### src/rtl/parity_stream_gen.sv
// Serial parity generator/checker for ASCII '0'/'1' groups separated by spaces.
// Each delimiter closes a group, and its result is registered for one cycle.
module parity_stream_gen #(
    parameter int GROUP_LEN = 3,
    parameter int CNT_W     = 8
) (
    input  logic             clk,
    input  logic             reset,
    input  logic             in_valid,
    input  logic [7:0]       in_char,
    input  logic             mode_even,
    input  logic             check_en,
    output logic             out_valid,
    output logic             out_bit,
    output logic             err,
    output logic             len_err,
    output logic [CNT_W-1:0] err_count,
    output logic [1:0]       state_dbg
);
    // Handshake: in_char is consumed on every posedge where in_valid is high (no
    // backpressure). out_valid is a one-cycle pulse qualifying out_bit/err/len_err.
    localparam int CW = $clog2(GROUP_LEN + 2);
    localparam logic [CW-1:0] LEN_C  = CW'(GROUP_LEN);
    localparam logic [CW-1:0] LEN1_C = CW'(GROUP_LEN + 1);

    typedef enum logic [1:0] {
        S_IDLE    = 2'd0,
        S_COLLECT = 2'd1,
        S_FULL    = 2'd2,
        S_OVER    = 2'd3
    } state_t;

    state_t          state_q, state_d;
    logic [CW-1:0]   count_q, count_d;
    logic            par_q, par_d;
    logic            rx_q, rx_d;
    logic            even_q, even_d;
    logic            chk_q, chk_d;
    logic            out_valid_q, out_valid_d;
    logic            out_bit_q, out_bit_d;
    logic            err_q, err_d;
    logic            len_err_q, len_err_d;
    logic [CNT_W-1:0] err_count_q, err_count_d;

    logic            is_bit;
    logic            is_delim;
    logic            bit_val;
    logic            group_even;
    logic [CW-1:0]   exp_cnt;
    logic [CW-1:0]   first_exp;

    always_comb begin
        state_d     = state_q;
        count_d     = count_q;
        par_d       = par_q;
        rx_d        = rx_q;
        even_d      = even_q;
        chk_d       = chk_q;
        out_valid_d = 1'b0;
        out_bit_d   = out_bit_q;
        err_d       = 1'b0;
        len_err_d   = 1'b0;
        err_count_d = err_count_q;

        is_bit     = in_valid && ((in_char == 8'h30) || (in_char == 8'h31));
        is_delim   = in_valid && (in_char == 8'h20);
        bit_val    = in_char[0];
        exp_cnt    = chk_q ? LEN1_C : LEN_C;
        first_exp  = check_en ? LEN1_C : LEN_C;
        // An empty group has nothing latched, so it takes the live mode.
        group_even = (state_q == S_IDLE) ? mode_even : even_q;

        if (is_bit) begin
            unique case (state_q)
                S_IDLE: begin
                    count_d = CW'(1);
                    par_d   = bit_val;
                    rx_d    = 1'b0;
                    even_d  = mode_even;
                    chk_d   = check_en;
                    state_d = (first_exp == CW'(1)) ? S_FULL : S_COLLECT;
                end
                S_COLLECT: begin
                    count_d = count_q + CW'(1);
                    if (count_q < LEN_C) par_d = par_q ^ bit_val;
                    else                 rx_d  = bit_val;
                    if (count_d == exp_cnt) state_d = S_FULL;
                end
                S_FULL:  state_d = S_OVER;
                S_OVER:  state_d = S_OVER;
                default: state_d = S_IDLE;
            endcase
        end else if (is_delim) begin
            out_valid_d = 1'b1;
            out_bit_d   = group_even ? par_q : ~par_q;
            err_d       = chk_q && (state_q == S_FULL) && (rx_q != out_bit_d);
            len_err_d   = (state_q != S_FULL);
            if ((err_d || len_err_d) && (err_count_q != {CNT_W{1'b1}}))
                err_count_d = err_count_q + CNT_W'(1);
            state_d = S_IDLE;
            count_d = '0;
            par_d   = 1'b0;
            rx_d    = 1'b0;
        end
    end

    always_ff @(posedge clk) begin
        if (reset) begin
            state_q     <= S_IDLE;
            count_q     <= '0;
            par_q       <= 1'b0;
            rx_q        <= 1'b0;
            even_q      <= 1'b0;
            chk_q       <= 1'b0;
            out_valid_q <= 1'b0;
            out_bit_q   <= 1'b0;
            err_q       <= 1'b0;
            len_err_q   <= 1'b0;
            err_count_q <= '0;
        end else begin
            state_q     <= state_d;
            count_q     <= count_d;
            par_q       <= par_d;
            rx_q        <= rx_d;
            even_q      <= even_d;
            chk_q       <= chk_d;
            out_valid_q <= out_valid_d;
            out_bit_q   <= out_bit_d;
            err_q       <= err_d;
            len_err_q   <= len_err_d;
            err_count_q <= err_count_d;
        end
    end

    assign out_valid = out_valid_q;
    assign out_bit   = out_bit_q;
    assign err       = err_q;
    assign len_err   = len_err_q;
    assign err_count = err_count_q;
    assign state_dbg = state_q;

endmodule
### config.mk
export PLATFORM = sky130hd
export DESIGN_NAME = parity_stream_gen
export DESIGN_NICKNAME = d
export VERILOG_FILES = /design/src/rtl/parity_stream_gen.sv
export SDC_FILE = /design/constraint.sdc
export NUM_CORES = 1
export LEC_CHECK = 0
export CAP_MARGIN = 20
export CORE_MARGIN = 3
export CORE_UTILIZATION = 63
export CTS_BUF_LIST = sky130_fd_sc_hd__clkbuf_8
export DETAILED_ROUTE_END_ITERATION = 7
export DONT_BUFFER_PORTS = 1
export PLACE_DENSITY_LB_ADDON = 0.15
export SYNTH_ARGS = -nofsm -noshare
export SYNTH_HDL_FRONTEND = slang
export SYNTH_SLANG_ARGS = --single-unit
### constraint.sdc
create_clock -name clk -period 2.43 [get_ports clk]
set_input_delay 0.729 -clock clk [delete_from_list [all_inputs] [get_ports clk]]
set_output_delay 0.729 -clock clk [all_outputs]
set_load 0.05 [all_outputs]
==> metrics.yaml, run 1 <==
start_util_pct: 68.8
finalCritPeriodShare_pct: 80.9
p_leak_nw: 0.493
drt_wl_total_um: 2380
rr_startpoint: "err_count[7]$_SDFFE_PP0P_"
grt_pass1_vias: 976
synth_commonest_cells: "21 x dfxtp_1, 17 x nor2_1, 10 x nor2b_1, 8 x nand3_1"
num_vias: 980
worstPathArrival_ns: 2.11
port_buffers: 0
grt.total_usage_pct: 22.2
avgViaCountPerCell: 5.70
numCtsBuffers: 3
crit_path_start_kind: "input pin"
drc_errors: 0
whs_ns: 0.505
reg2reg_setup_slack_ns: 0.47
fin_tns_setup_ns: 0
hold_start: "even_q$_SDFFE_PP0P_"
status: "completed"
final_max_slew_viol_count: 0
tightest_slew_ns: 0.639
rsz0062_at_grt: "no"
worstPathMaxFanout: 8
die_height_um: 49.9
synth_area_leaders: "dfxtp_1 35%, mux2i_1 5.8%, nor2_1 5.3%, nor2b_1 5.2%, mux2_2 3.7%"
num-nets-final: 163
min_period_ns: 1.97
yosysMostFrequentCell: "dfxtp_1"
grt-ovfl-total: 0
die_x_um: 49.9
worstPathRequired_ns: 2.58
postCtsResizedCells: 0
synth.top_cell.area_share_pct: 34.6
insertion_delay_ns: 0.26
yosysSeqAreaShare_pct: 34.6
synth_edf_count: 0
drive_above_1_share_pct: 17.0
finalHoldViolCount: 0
ir_drop_mv: 0.451
yosysWarnings: 0
place_hpwl_um: 1810
post_cts_buffers: 0
slew_headroom_pct: 57.3
synth.cell_area_um2: 1210
synthCells: 139
r2r_end: "err_count[0]$_SDFFE_PP0P_"
ys.flop_type: "dfxtp_1"
cts.htree.levels: 1
gp_congestion: 0.865
grt_max_degree: 30
num_io_pins: 27
clkTransAtPathRegs_ns: 0.07
synth_seq_cells: 21
cap_violations: 0
area_growth_syn_to_layout_pct: 9.79
max_freq_mhz: 509
finClkSkew_ns: 0.00172
cp-end-kind: "flip-flop"
die-area_um2: 2490
setup-violations-final: 0
min_to: "even_q$_SDFFE_PP0P_"
drt_iter0_drc: 23
grt_pass1_wl_um: 4260
holdPathStages: 2
postRouteAntennaNets: 0
hold_buffers: 0
drtPass1Iterations: 4
power_density_nw_per_um2: 437
hold_path_class: "flip-flop to flip-flop"
clockRootBuffer: "clkbuf_8"
antenna_cells: 0
ys_types: 38
yosysTopAreaCell: "dfxtp_1"
synth_nets: 154
antenna_found_initial: 0
async_flop_share_pct: 0
cts_tree: "yes"
worstRegToRegCells: 5
avgSynthCellArea_um2: 8.73
core_area_um2: 1760
wl_per_cell_um: 13.8
critPathKind: "input pin to flip-flop"
total_power_mw: 0.582
row_count: 15
cts.sinks: 21
cts_buffer_depth: 2
-- cell type report --
cell class,count,area [um^2]
inverter,4,15.0
sequential,21,420
timing repair buffer,12,90.1
fill,140,432
multi-input combinational,106,731
clock buffer,3,41.3
tap,25,31.3
clock inverter,1,3.75
-- per-layer routing --
layer / wire (um) / global-route usage, % / vias up
li1: - / - / 513
met1: 1160 / 28.5 / 447
met3: 104 / 5.74 / 4
met5: 0 / 0 / -
met2: 1070 / 35.2 / 16
met4: 45 / 8.29 / 0
-- cell usage in the layout (no fill, tap or decap) --
cell,n
nor2b_1,10
o2111ai_1,1
a2111oi_4,1
mux2_2,4
nor4_1,2
inv_1,5
mux2_1,3
nor3_1,6
and4bb_1,1
a21oi_4,1
xnor2_1,3
nand2_1,7
a21oi_1,7
o22ai_1,1
nand3b_1,2
o21ai_1,1
or3_1,1
and3_1,4
ha_1,2
clkbuf_8,3
buf_4,12
or3b_2,1
nor3_2,1
a32oi_1,1
nand4_1,1
nor2_1,17
a311oi_1,1
dfxtp_1,21
o21ai_4,1
nand3_1,8
a31oi_1,3
mux2i_1,7
or3b_4,1
nand2b_1,3
a22oi_1,1
a211oi_1,3
-- worst max-delay path, stage by stage --
cell       delay [ns]
or3b_4           0.39
a21oi_4          0.16
o21ai_4          0.12
a2111oi_4        0.36
mux2_1           0.35
-- stage by stage --
stage / utilization (%) / std cells / cell area, um^2 / worst slack, ns
floorplan: - / 139 / 1210 / 0.234
global placement: 73.0 / 168 / 1290 / 0.236
detailed placement: 73.0 / 168 / 1290 / 0.188
CTS: 75.5 / 172 / 1330 / 0.465
global route: 75.5 / 172 / 1330 / 0.356
finish: 75.5 / 172 / 1330 / 0.464
-- state kept, by name (all words and copies together) (netlist names) --
name       cells
chk_q          1
count_q        3
err            1
err_count      8
even_q         1
len_err        1
out_bit        1
out_valid      1
par_q          1
rx_q           1
state_dbg      2
-- where the power goes --
part,internal (mW),switching (mW)
sequential,0.344,0.000585
combinational,0.00887,0.00784
clock,0.113,0.108
total,0.466,0.116
-- worst max-delay path by stage --
stage	from	end	slack, ns	cells past startpoint
5_1_grt	err_count[7]$_SDFFE_PP0P_	err_count[0]$_SDFFE_PP0P_	0.36	5
3_3_place_gp	mode_even	err_count[6]$_SDFFE_PP0P_	0.24	5
2_1_floorplan	in_char[6]	err_count[4]$_SDFFE_PP0P_	0.23	6
4_1_cts	err_count[7]$_SDFFE_PP0P_	err_count[0]$_SDFFE_PP0P_	0.47	5
3_5_place_dp	mode_even	err_count[6]$_SDFFE_PP0P_	0.19	5
6_report	mode_even	err_count[6]$_SDFFE_PP0P_	0.46	5
-- logic make-up after synthesis --
family,Yosys count,synth area share (%)
AO/OA/AOI/OAI,22,14.9
XOR/XNOR,3,2.17
adder cells (fa/ha/maj),2,2.06
buffers and inverters,12,5.15
flip-flops,21,34.6
multiplexers,14,12.3
AND/OR/NAND/NOR,65,28.8
Power figures use the tool's default switching activity.
==> inputs of run 2 (changes only) <==
==> constraint.sdc (replaced) <==
create_clock -name clk -period 2 [get_ports clk]
set_input_delay 0.6 -clock clk [delete_from_list [all_inputs] [get_ports clk]]
set_output_delay 0.6 -clock clk [all_outputs]
set_load 0.05 [all_outputs]
==> run 2 against run 1 <==
Critical path depth unchanged. First-iteration DRC count increased by 8.7%. Clock power increased by 24%. Critical endpoint is now err_count[0]$_SDFFE_PP0P_. Largest cell class unchanged.
==> metrics.yaml, run 2 (same netlist as run 1, synthesis figures left out) <==
status: "completed"
row_count: 15  # unchanged
die-area_um2: 2490  # unchanged
max_freq_mhz: 536
area_growth_syn_to_layout_pct: 14.5
finalCritPeriodShare_pct: 93.2
drt_wl_total_um: 2620  # +10%
antenna_cells: 0  # unchanged
grt_pass1_vias: 1060  # +8.6%
drc_errors: 0  # unchanged
setup-violations-final: 0  # unchanged
grt_max_degree: 30  # unchanged
cts_buffer_depth: 2  # unchanged
num_io_pins: 27  # unchanged
grt.busiest_layer: "met2"
postRouteAntennaNets: 0  # unchanged
grt-ovfl-total: 0  # unchanged
drive_above_1_share_pct: 24.8  # +7.8 points
slew_headroom_pct: 65.0  # +7.7 points
worstPathArrival_ns: 2.00  # -0.11 ns
num-fill-cells: 128  # -8.6%
grt_pass1_wl_um: 4630  # +8.7%
worstPathCellList: "or3b_4 -> and3_1 -> o21ai_4 -> a21oi_1 -> mux2_1"
worstPathMaxFanout: 8  # unchanged
ir_drop_mv: 0.566  # +25%
hold_path_class: "input pin to flip-flop"
clkTransAtPathRegs_ns: 0.08  # about the same
p_leak_nw: 0.526  # +6.6%
antenna_found_initial: 0  # unchanged
use_met1_pct: 28.8  # +0.24 points
numCtsBuffers: 3  # unchanged
wl_per_cell_um: 14.7  # +6.5%
port_buffers: 0  # unchanged
fin_tns_setup_ns: 0  # unchanged
final_common_cell: "buf_4"
clockRootBuffer: "clkbuf_8"
die_x_um: 49.9  # unchanged
final_max_slew_viol_count: 0  # unchanged
hold_buffers: 0  # unchanged
cts.sinks: 21  # unchanged
cts.htree.levels: 1  # unchanged
insertion_delay_ns: 0.26  # about the same
gp_congestion: 0.834  # -3.5%
grt.total_usage_pct: 24.0  # +1.8 points
rsz0062_at_grt: "no"
post_cts_buffers: 0  # unchanged
die_height_um: 49.9  # unchanged
num_vias: 1038  # +5.9%
critPathKind: "flip-flop to flip-flop"
crit_path_start_kind: "flip-flop"
worstPathRequired_ns: 2.14  # -0.44 ns
grt_util_met3_pct: 7.25  # +1.5 points
rr_startpoint: "state_dbg[1]$_SDFFE_PP0P_"
largest_reg_flops: 8  # unchanged
met2_usage_pct: 40.1  # +4.8 points
tightest_slew_ns: 0.524  # -0.115 ns
num-nets-final: 169  # +3.7%
place_hpwl_um: 1990  # +9.8%
cap_violations: 0  # unchanged
drtPass1Iterations: 4  # unchanged
avgViaCountPerCell: 5.83  # +2.3%
finalHoldViolCount: 0  # unchanged
final_cell_mix: "18 x buf_4, 17 x nor2_1, 17 x dfxtp_1"
min_period_ns: 1.86
cp-end-kind: "flip-flop"
cp-startpoint: "state_dbg[1]$_SDFFE_PP0P_"
slowest_delay_ns: 0.43  # +0.04 ns
hold_start: "reset"
power_density_nw_per_um2: 513  # +17%
crit_slowest_cell: "or3b_4"
start_util_pct: 68.8  # unchanged
drt_iter0_drc: 25  # +8.7%
core_area_um2: 1760  # unchanged
postCtsResizedCells: 0  # unchanged
cts_tree: "yes"
whs_ns: 0.400  # -0.105 ns
finClkSkew_ns: 0.00842  # +0.00670 ns
==> run 2: cell count changes in the layout (fill, tap and decap cells not counted), sizes merged <==
| cell | delta |
|---|---|
| inv | -1 |
| clkinv | +1 |
| buf | +6 |
==> run 2: per-layer routing <==
metal	vias to the layer above	wire [um]	share of wire [%]
li1	524	-	-
met5	-	0	0
met1	474	1140	43
met4	0	31	1.2
met3	4	172	6.6
met2	36	1280	49
==> run 2: final timing paths <==
check / end / slack, ns / cells after the start
setup / recovery: err_count[0]$_SDFFE_PP0P_ / 0.14 / 5
hold reg to reg: even_q$_SDFFE_PP0P_ / 0.53 / 2
setup reg to reg: err_count[0]$_SDFFE_PP0P_ / 0.14 / 5
hold / removal: state_dbg[1]$_SDFFE_PP0P_ / 0.40 / 1
==> run 2: critical path, delay by kind of cell (launching register included) <==
kind | cells | cell delay, ns
AO/OA/AOI/OAI | 2 | 0.44
flip-flops | 1 | 0.35
multiplexers | 1 | 0.34
AND/OR/NAND/NOR | 2 | 0.62
==> run 2: cell type report <==
class                           instances  area [um^2]  share of cell area [%]
Clock inverter                          1         5.00                   0.360
Clock buffer                            3         41.3                    2.97
Sequential cell                        21          425                    30.6
Timing Repair Buffer                   18          135                    9.72
Tap cell                               25         31.3                    2.25
Inverter                                4         15.0                    1.08
Multi-Input combinational cell        106          737                    53.0
==> run 2: power breakdown <==
| group | internal [mW] | switching, mW |
|---|---|---|
| combinational | 0.0113 | 0.00975 |
| sequential | 0.418 | 0.000740 |
| clock | 0.139 | 0.135 |
| total | 0.568 | 0.145 |
==> run 2: metrics by stage <==
| step | instance area (um^2) | total power, mW | std cells | utilization [%] | setup slack [ns] |
|---|---|---|---|---|---|
| 6_report | 1390 | 0.713 | 178 | 78.8 | 0.136 |
| 5_1_grt | 1390 | 0.743 | 178 | 78.8 | 0.0663 |
| 4_1_cts | 1390 | 0.724 | 178 | 78.8 | 0.132 |
| 3_5_place_dp | 1340 | 0.450 | 174 | 76.2 | -0.0878 |
| 3_3_place_gp | 1340 | 0.449 | 174 | 76.2 | -0.0557 |
| 2_1_floorplan | 1230 | 0.452 | 139 | - | -0.00935 |
==> inputs of run 3 (changes only) <==
--- a/config.mk
+++ b/config.mk
@@ -12,6 +12,7 @@
 export DETAILED_ROUTE_END_ITERATION = 7
 export DONT_BUFFER_PORTS = 1
 export PLACE_DENSITY_LB_ADDON = 0.15
+export SLEW_MARGIN = 20
 export SYNTH_ARGS = -nofsm -noshare
 export SYNTH_HDL_FRONTEND = slang
 export SYNTH_SLANG_ARGS = --single-unit
==> results of run 3 <==
No change in the layout: final DEF, timing and power equal those of run 2.
